--- src/rtl/rf_pkg.sv ---
// Constants and types shared between the register file and the modules
// that read from it.
package rf_pkg;

    localparam int NUM_REGS   = 32;
    localparam int REG_ADDR_W = 5;
    localparam int REG_DATA_W = 32;

    typedef enum logic [1:0] {
        ST_IDLE,
        ST_READ,
        ST_SEND
    } rf_dump_state_t;

endpackage

--- src/rtl/rf_dump_reader.sv ---
// Walks a (possibly wrapping) register-file address range through a borrowed
// read port and streams each value out over valid/ready, tagged with its address.
//
// state   | meaning
// --------+---------------------------------------------------------------
// IDLE    | waiting for start_i; range is captured on start
// READ    | ra_o = ptr; rd_i and the beat tags are captured at the edge
// SEND    | beat held on out_* until accepted; then next address or done
module rf_dump_reader
    import rf_pkg::*;
#(
    parameter int NUM_REGS = rf_pkg::NUM_REGS,
    parameter int ADDR_W   = rf_pkg::REG_ADDR_W,
    parameter int DATA_W   = rf_pkg::REG_DATA_W
) (
    input  logic              clk,
    input  logic              rst_n,
    input  logic              start_i,
    input  logic [ADDR_W-1:0] first_i,
    input  logic [ADDR_W-1:0] last_i,
    output logic              busy_o,
    output logic              done_o,
    output logic [ADDR_W-1:0] ra_o,
    input  logic [DATA_W-1:0] rd_i,
    output logic              out_valid_o,
    input  logic              out_ready_i,
    output logic [DATA_W-1:0] out_data_o,
    output logic [ADDR_W-1:0] out_addr_o,
    output logic              out_last_o
);

    rf_dump_state_t    state;
    logic [ADDR_W-1:0] ptr;
    logic [ADDR_W-1:0] last_q;

    // The read address comes straight from the pointer register, so nothing
    // on the sink side can reach the register-file port combinationally.
    assign ra_o   = ptr;
    assign busy_o = (state != ST_IDLE);

    always_ff @(posedge clk or negedge rst_n) begin
        if (!rst_n) begin
            state       <= ST_IDLE;
            ptr         <= '0;
            last_q      <= '0;
            done_o      <= 1'b0;
            out_valid_o <= 1'b0;
            out_data_o  <= '0;
            out_addr_o  <= '0;
            out_last_o  <= 1'b0;
        end else begin
            done_o <= 1'b0;
            case (state)
                ST_IDLE: begin
                    if (start_i) begin
                        ptr    <= first_i;
                        last_q <= last_i;
                        state  <= ST_READ;
                    end
                end
                ST_READ: begin
                    out_data_o  <= rd_i;
                    out_addr_o  <= ptr;
                    out_last_o  <= (ptr == last_q);
                    out_valid_o <= 1'b1;
                    state       <= ST_SEND;
                end
                ST_SEND: begin
                    if (out_ready_i) begin
                        out_valid_o <= 1'b0;
                        if (out_last_o) begin
                            done_o <= 1'b1;
                            state  <= ST_IDLE;
                        end else begin
                            // Wraps through the top address back to 0.
                            ptr   <= ADDR_W'((int'(ptr) + 1) % NUM_REGS);
                            state <= ST_READ;
                        end
                    end
                end
                default: state <= ST_IDLE;
            endcase
        end
    end

endmodule
--- config.mk ---
export PLATFORM = sky130hd
export DESIGN_NAME = rf_dump_reader
export DESIGN_NICKNAME = d
export VERILOG_FILES = /design/src/rtl/rf_pkg.sv /design/src/rtl/rf_dump_reader.sv
export SDC_FILE = /design/constraint.sdc
export NUM_CORES = 1
export LEC_CHECK = 0
export ABC_AREA = 1
export ABC_CLOCK_PERIOD_IN_PS = 1500
export BUFFER_PORTS_ARGS = -buffer_cell sky130_fd_sc_hd__buf_2
export CORE_UTILIZATION = 35
export CTS_BUF_LIST = sky130_fd_sc_hd__clkbuf_16
export DETAILED_ROUTE_END_ITERATION = 12
export HOLD_SLACK_MARGIN = 0.12
export PLACE_DENSITY_LB_ADDON = 0.25
export SKIP_LAST_GASP = 1
export SYNTH_ARGS = -nofsm -noshare
export SYNTH_HDL_FRONTEND = slang
export SYNTH_SLANG_ARGS = --single-unit
--- constraint.sdc ---
create_clock -name clk -period 1.5 [get_ports clk]
set_input_delay 0.15 -clock clk [delete_from_list [all_inputs] [get_ports clk]]
set_output_delay 0.15 -clock clk [all_outputs]
set_load 0.05 [all_outputs]
==> impl_metrics.yaml, run 1 <==
global_routing:
  grt_usage: 0.170
  grt_max_degree: 53
  grt_pass1_wl_um: 8450
  antenna_found_initial: 0
  overflow: 0
  grt_pass1_vias: 1864
setup_path:
  worstPathRequired_ns: 1.35
  crit_type: "flip-flop to output port"
  cp-end-kind: "output port"
  arrival_ns: 1.21
  reg2reg_slack_ns: 0.25
  cp_max_fo: 5
  startpoint_type: "flip-flop"
synthesis:
  syn_inst: 260
  synth.yosys.seq_area_share: 0.604
  synth_cell_type_count: 19
  ys_ff_latch: 52
  synth_area_per_cell_sq_um: 8.29
  synth.cell_area_sq_um: 2160
  yosysWarnings: 0
  syn_nets: 307
clocking:
  post_cts_buffers: 0
  cts_sinks: 52
  cts_tree: "done"
  root_buffer: "clkbuf_16"
  numCtsBuffers: 5
  htree_levels: 2
  post_cts_resized: 0
  clockBufferDepth: 2
  clk_pin_slew_worst_paths_ns: 0.07
  clk_latency_ns: 0.29
detailed_routing:
  drc: 0
  drt_iter0_drc: 95
  via_count: 2079
  wire_per_inst_um: 11.4
  vias_per_cell: 4.45
  drt.antenna.violating_nets: 0
  drtPass1Iterations: 4
  wl_um: 5340
sta:
  slew_headroom: 0.793
  worst_pin_slew_ns: 0.311
  clock-skew-final_ns: 0.00579
  rsz0062_at_grt: "false"
  setup_tns_ns: 0
  period_share: 0.905
  period_needed_ns: 1.36
  fmax_mhz: 737
  final_hold_viol_count: 0
  slew_viol_final: 0
  setup_violations: 0
floorplan:
  die_h_um: 80.5
  core_sq_um: 5920
  ioPinCount: 92
  start_util: 0.364
  dieArea_sq_um: 6480
  row_count: 28
  fp.dieW_um: 80.5
final_layout:
  n_fill_cell: 554
  nNetsFinal: 438
  n_antenna_cell: 0
  drive_gt1_frac: 0.283
  fin_util: 0.548
  area_delta_synth_final_pct: 50.4
placement:
  place_congestion: 0.803
  hpwlAfterDp_um: 3480
  portBuffers: 91
power_and_ir_drop:
  clockPowerShare: 0.155
  comb_power_share: 0.547
  p_per_area_nw_per_um2: 2600
  ir_drop_mv: 1.30
  seqPwrFrac: 0.298
  p_leak_nw: 1.82
  p_sw_mw: 4.46
  switching_share: 0.529
  power.internal_mw: 3.96
job:
  drv_cap: 0
min_path:
  hold_path.class: "primary input to flip-flop"
status:
  outcome: "finished, final reports clean"
-- power groups by stage --
stage	clock [mW]	sequential, mW	combinational (mW)
final	1.31	2.51	4.60
after global routing	1.40	2.60	4.99
after CTS	1.36	2.51	4.64
after detailed placement	0	2.53	4.56
after global placement	0	2.52	4.51
after floorplan	0	4.48	1.50
-- critical path: stages (launching register included) --
cell	delay, ns
dfrtp_1	0.46
nor2_2	0.19
inv_1	0.07
buf_2	0.21
-- layout make-up --
class | count | area (sq um) | share of cell area
Sequential cell | 52 | 1300 | 0.401
Timing Repair Buffer | 131 | 858 | 0.265
Multi-Input combinational cell | 184 | 753 | 0.232
Clock buffer | 5 | 125 | 0.0386
Tap cell | 75 | 93.8 | 0.0289
Inverter | 17 | 63.8 | 0.0197
Clock inverter | 3 | 46.3 | 0.0143
-- logic make-up after synthesis --
| kind of cell | Yosys count | share of synthesized area |
|---|---|---|
| DFF | 52 | 0.604 |
| AOI/OAI and AO/OA | 17 | 0.0395 |
| and+or+nand+nor | 166 | 0.304 |
| buffers and inverters | 24 | 0.0470 |
| adders and majority gates | 1 | 0.00580 |
-- metrics by stage --
| step | hold WS (ns) | power [mW] | instances | area [sq um] | setup slack (ns) |
|---|---|---|---|---|---|
| detailed placement | 0.170 | 7.09 | 423 | 2710 | 0.251 |
| CTS | 0.121 | 8.50 | 467 | 3240 | 0.129 |
| global placement | 0.169 | 7.03 | 423 | 2710 | 0.277 |
| floorplan | -0.146 | 5.98 | 260 | 2160 | 0.0381 |
| global route | 0.127 | 8.99 | 467 | 3240 | 0.0852 |
| finish | 0.130 | 8.42 | 467 | 3240 | 0.143 |
-- worst paths after layout --
| check | start | end | depth (start not counted) |
|---|---|---|---|
| max in group asynchronous | rst_n | out_data_o[29] | 3 |
| worst max register to register | ra_o[0] | ra_o[2] | 6 |
| worst min register to register | out_data_o[17] | out_data_o[17] | 2 |
| worst min-delay path | last_i[1] | last_q[1] | 3 |
| worst max-delay path | state[1] | busy_o | 3 |
| min in group asynchronous | rst_n | out_data_o[8] | 3 |
-- placed cells by master, fill, tap and decap left out --
cell type,Yosys,final
nand3_2,1,1
nand2_1,139,139
buf_12,0,1
clkinvlp_4,0,1
nor2_1,14,14
o21ai_0,5,5
buf_2,6,91
nor2_2,1,1
o21ai_1,7,7
nand4_1,1,1
buf_4,1,3
inv_1,14,14
nand3_1,6,6
or2_2,1,1
inv_6,0,1
inv_2,3,3
nand2_2,1,1
nor3_1,1,1
a21oi_1,5,5
dfrtp_1,52,52
nor2_4,1,1
dlygate4sd3_1,0,36
bufinv_16,0,1
clkbuf_16,0,5
ha_1,1,1
-- state kept, by name (all words and copies together), names as in the netlist --
register / cells
out_data_o: 32
ra_o: 5
out_last_o: 1
last_q: 5
state: 2
out_valid_o: 1
out_addr_o: 5
done_o: 1
-- routing by layer --
metal | share of wire | global-route usage | up-vias
met3 | 0.071 | 0.0318 | 5
met4 | 0.0075 | 0.0482 | 0
met2 | 0.46 | 0.291 | 76
met1 | 0.47 | 0.217 | 941
met5 | 0 | 0 | -
li1 | - | - | 1057
-- Yosys cell counts, drive strengths merged --
cell type / instances / share of area
nand2: 140 / 0.24
dfrtp: 52 / 0.60
inv: 17 / 0.030
nor2: 16 / 0.033
o21ai: 12 / 0.028
buf: 7 / 0.017
nand3: 7 / 0.019
a21oi: 5 / 0.012
ha: 1 / 0.0058
nand4: 1 / 0.0029
nor3: 1 / 0.0023
or2: 1 / 0.0029
-- repair_timing --
item                                    4_1_cts  5_1_grt
hold buffers                                 36        0
endpoints found under the setup margin        0        0
hold endpoints to repair                     87        0
(Power assumes the default switching activity.)
==> run 2: changes to the inputs <==
MAX_ROUTING_LAYER = met4   (was unset)
PLACE_DENSITY = 0.66   (was unset)
PLACE_DENSITY_LB_ADDON = unset   (was 0.25)
==> run 2 against run 1 <==
Hold slack lost 0.0022 ns. Clock skew decreased by 0.0011 ns. Setup slack improved by 0.030 ns. Register-to-register slack worse by 0.03 ns. Non-clock buffer count unchanged. Sequential cell count stayed put. First-iteration DRC count down 38%. Sequential share of layout area is 0.078 points higher. Die area stayed put. Critical path type unchanged. Critical endpoint unchanged. Largest cell class unchanged.
==> impl_metrics.yaml, run 2 (synthesized netlist as in run 1, its figures left out) <==
floorplan:
  start_util: 0.364
  die_h_um: 80.5
  ioPinCount: 92
  core_sq_um: 5920
  row_count: 28
  fp.dieW_um: 80.5
  dieArea_sq_um: 6480
power_and_ir_drop:
  switching_share: 0.528
  ir_drop_mv: 1.20
  seqPwrFrac: 0.297
  comb_power_share: 0.551
  power.internal_mw: 3.97
  p_per_area_nw_per_um2: 2600
  clockPowerShare: 0.152
  p_leak_nw: 1.82
  p_sw_mw: 4.44
placement:
  hpwlAfterDp_um: 3460
  place_congestion: 0.816
  portBuffers: 91
  place_area_sq_um: 2720
detailed_routing:
  via_count: 2051
  wire_per_inst_um: 11.5
  wl_um: 5380
  drt.antenna.violating_nets: 0
  drt_iter0_drc: 59
  drc: 0
  vias_per_cell: 4.39
  drtPass1Iterations: 4
global_routing:
  overflow: 0
  antenna_found_initial: 0
  grt_pass1_wl_um: 8700
  grt_max_degree: 34
  grt_pass1_vias: 1923
  grt_usage: 0.183
clocking:
  root_buffer: "clkbuf_16"
  post_cts_resized: 0
  cts_sinks: 52
  numCtsBuffers: 5
  htree_levels: 2
  cts_tree: "done"
  clk_pin_slew_worst_paths_ns: 0.07
  clockBufferDepth: 2
  clk_latency_ns: 0.29
sta:
  setup_violations: 0
  setup_tns_ns: 0
  period_share: 0.884
  fmax_mhz: 754
  period_needed_ns: 1.33
  clock-skew-final_ns: 0.00469
  worst_pin_slew_ns: 0.485
  final_hold_viol_count: 0
  rsz0062_at_grt: "false"
  slew_headroom: 0.677
  slew_viol_final: 0
final_layout:
  nNetsFinal: 438
  n_fill_cell: 576
  n_antenna_cell: 0
  multiInputGateArea_sq_um: 753
  layout_common_cells: "139 x nand2_1, 91 x buf_2, 52 x dfrtp_1"
  final-seq-area_sq_um: 1300
  final_common_cell: "nand2_1"
  drive_gt1_frac: 0.286
  top_register: "out_data_o"
  largest_reg_flops: 32
  area_delta_synth_final_pct: 50.1
  design_area_sq_um: 3240
setup_path:
  worstPathRequired_ns: 1.35
  cp-end-kind: "output port"
  crit_type: "flip-flop to output port"
  worstPathCellList: "nor2_2, inv_1, buf_2"
  startpoint_type: "flip-flop"
  cp_slowest_cell: "dfrtp_1"
  reg2reg_from: "ra_o[0]"
  arrival_ns: 1.18
  setup.worst_path.start: "state[1]"
  reg2reg_slack_ns: 0.22
  slowest_delay_ns: 0.45
  r2r_end: "ra_o[2]"
  reg2regPathDepth: 6
  cp_max_fo: 5
  endpoint: "busy_o"
job:
  drv_cap: 0
status:
  outcome: "finished, final reports clean"
min_path:
  hold_path.class: "primary input to flip-flop"
## run 2: power by group through the flow
stage	clock, mW	combinational (mW)	sequential [mW]
2_1_floorplan	0	1.50	4.48
3_3_place_gp	0	4.53	2.49
3_5_place_dp	0	4.58	2.51
4_1_cts	1.32	4.68	2.50
5_1_grt	1.38	5.03	2.60
6_report	1.28	4.64	2.49
## run 2: metrics by stage
| stage | utilization | cells | power, mW | hold WS (ns) | setup slack [ns] |
|---|---|---|---|---|---|
| final | 0.546 | 467 | 8.41 | 0.128 | 0.173 |
| after global routing | 0.546 | 467 | 9.01 | 0.140 | 0.0709 |
| after CTS | 0.546 | 467 | 8.50 | 0.120 | 0.148 |
| after detailed placement | 0.459 | 424 | 7.10 | 0.149 | 0.245 |
| after global placement | 0.459 | 424 | 7.03 | 0.138 | 0.275 |
| after floorplan | - | 260 | 5.98 | -0.146 | 0.0381 |
## run 2: worst min-delay path by stage
stage / from / endpoint / depth (start not counted)
final: last_i[3] / last_q[3] / 3
after global routing: last_i[1] / last_q[1] / 3
after CTS: last_i[3] / last_q[3] / 3
after detailed placement: rst_n / ra_o[3] / 1
after global placement: rst_n / ra_o[3] / 1
after floorplan: rst_n / done_o / 0
## run 2: worst max-delay path: cells and delay by family (launching register included)
family                 cells  cell delay (ns)
flip-flops                 1             0.45
buffers and inverters      2             0.26
AND/OR/NAND/NOR            1             0.18
## run 2: timing repair
action | in CTS | in global routing
hold buffers | 35 | 0
setup buffers | 0 | 0
hold endpoints to repair | 53 | 0
## run 2: cell type report
| type | count | area share |
|---|---|---|
| sequential | 52 | 0.402 |
| multi-input combinational | 184 | 0.233 |
| tap | 75 | 0.0290 |
| timing repair buffer | 131 | 0.265 |
| clock inverter | 3 | 0.0131 |
| clock buffer | 5 | 0.0387 |
| inverter | 17 | 0.0197 |
## run 2: metal layers
metal  up-vias  track usage  part of all wire
met2        56        0.303              0.48
met3         5       0.0307             0.037
met5         -            -                 0
met4         0       0.0589             0.011
li1       1057            -                 -
met1       933        0.228              0.47
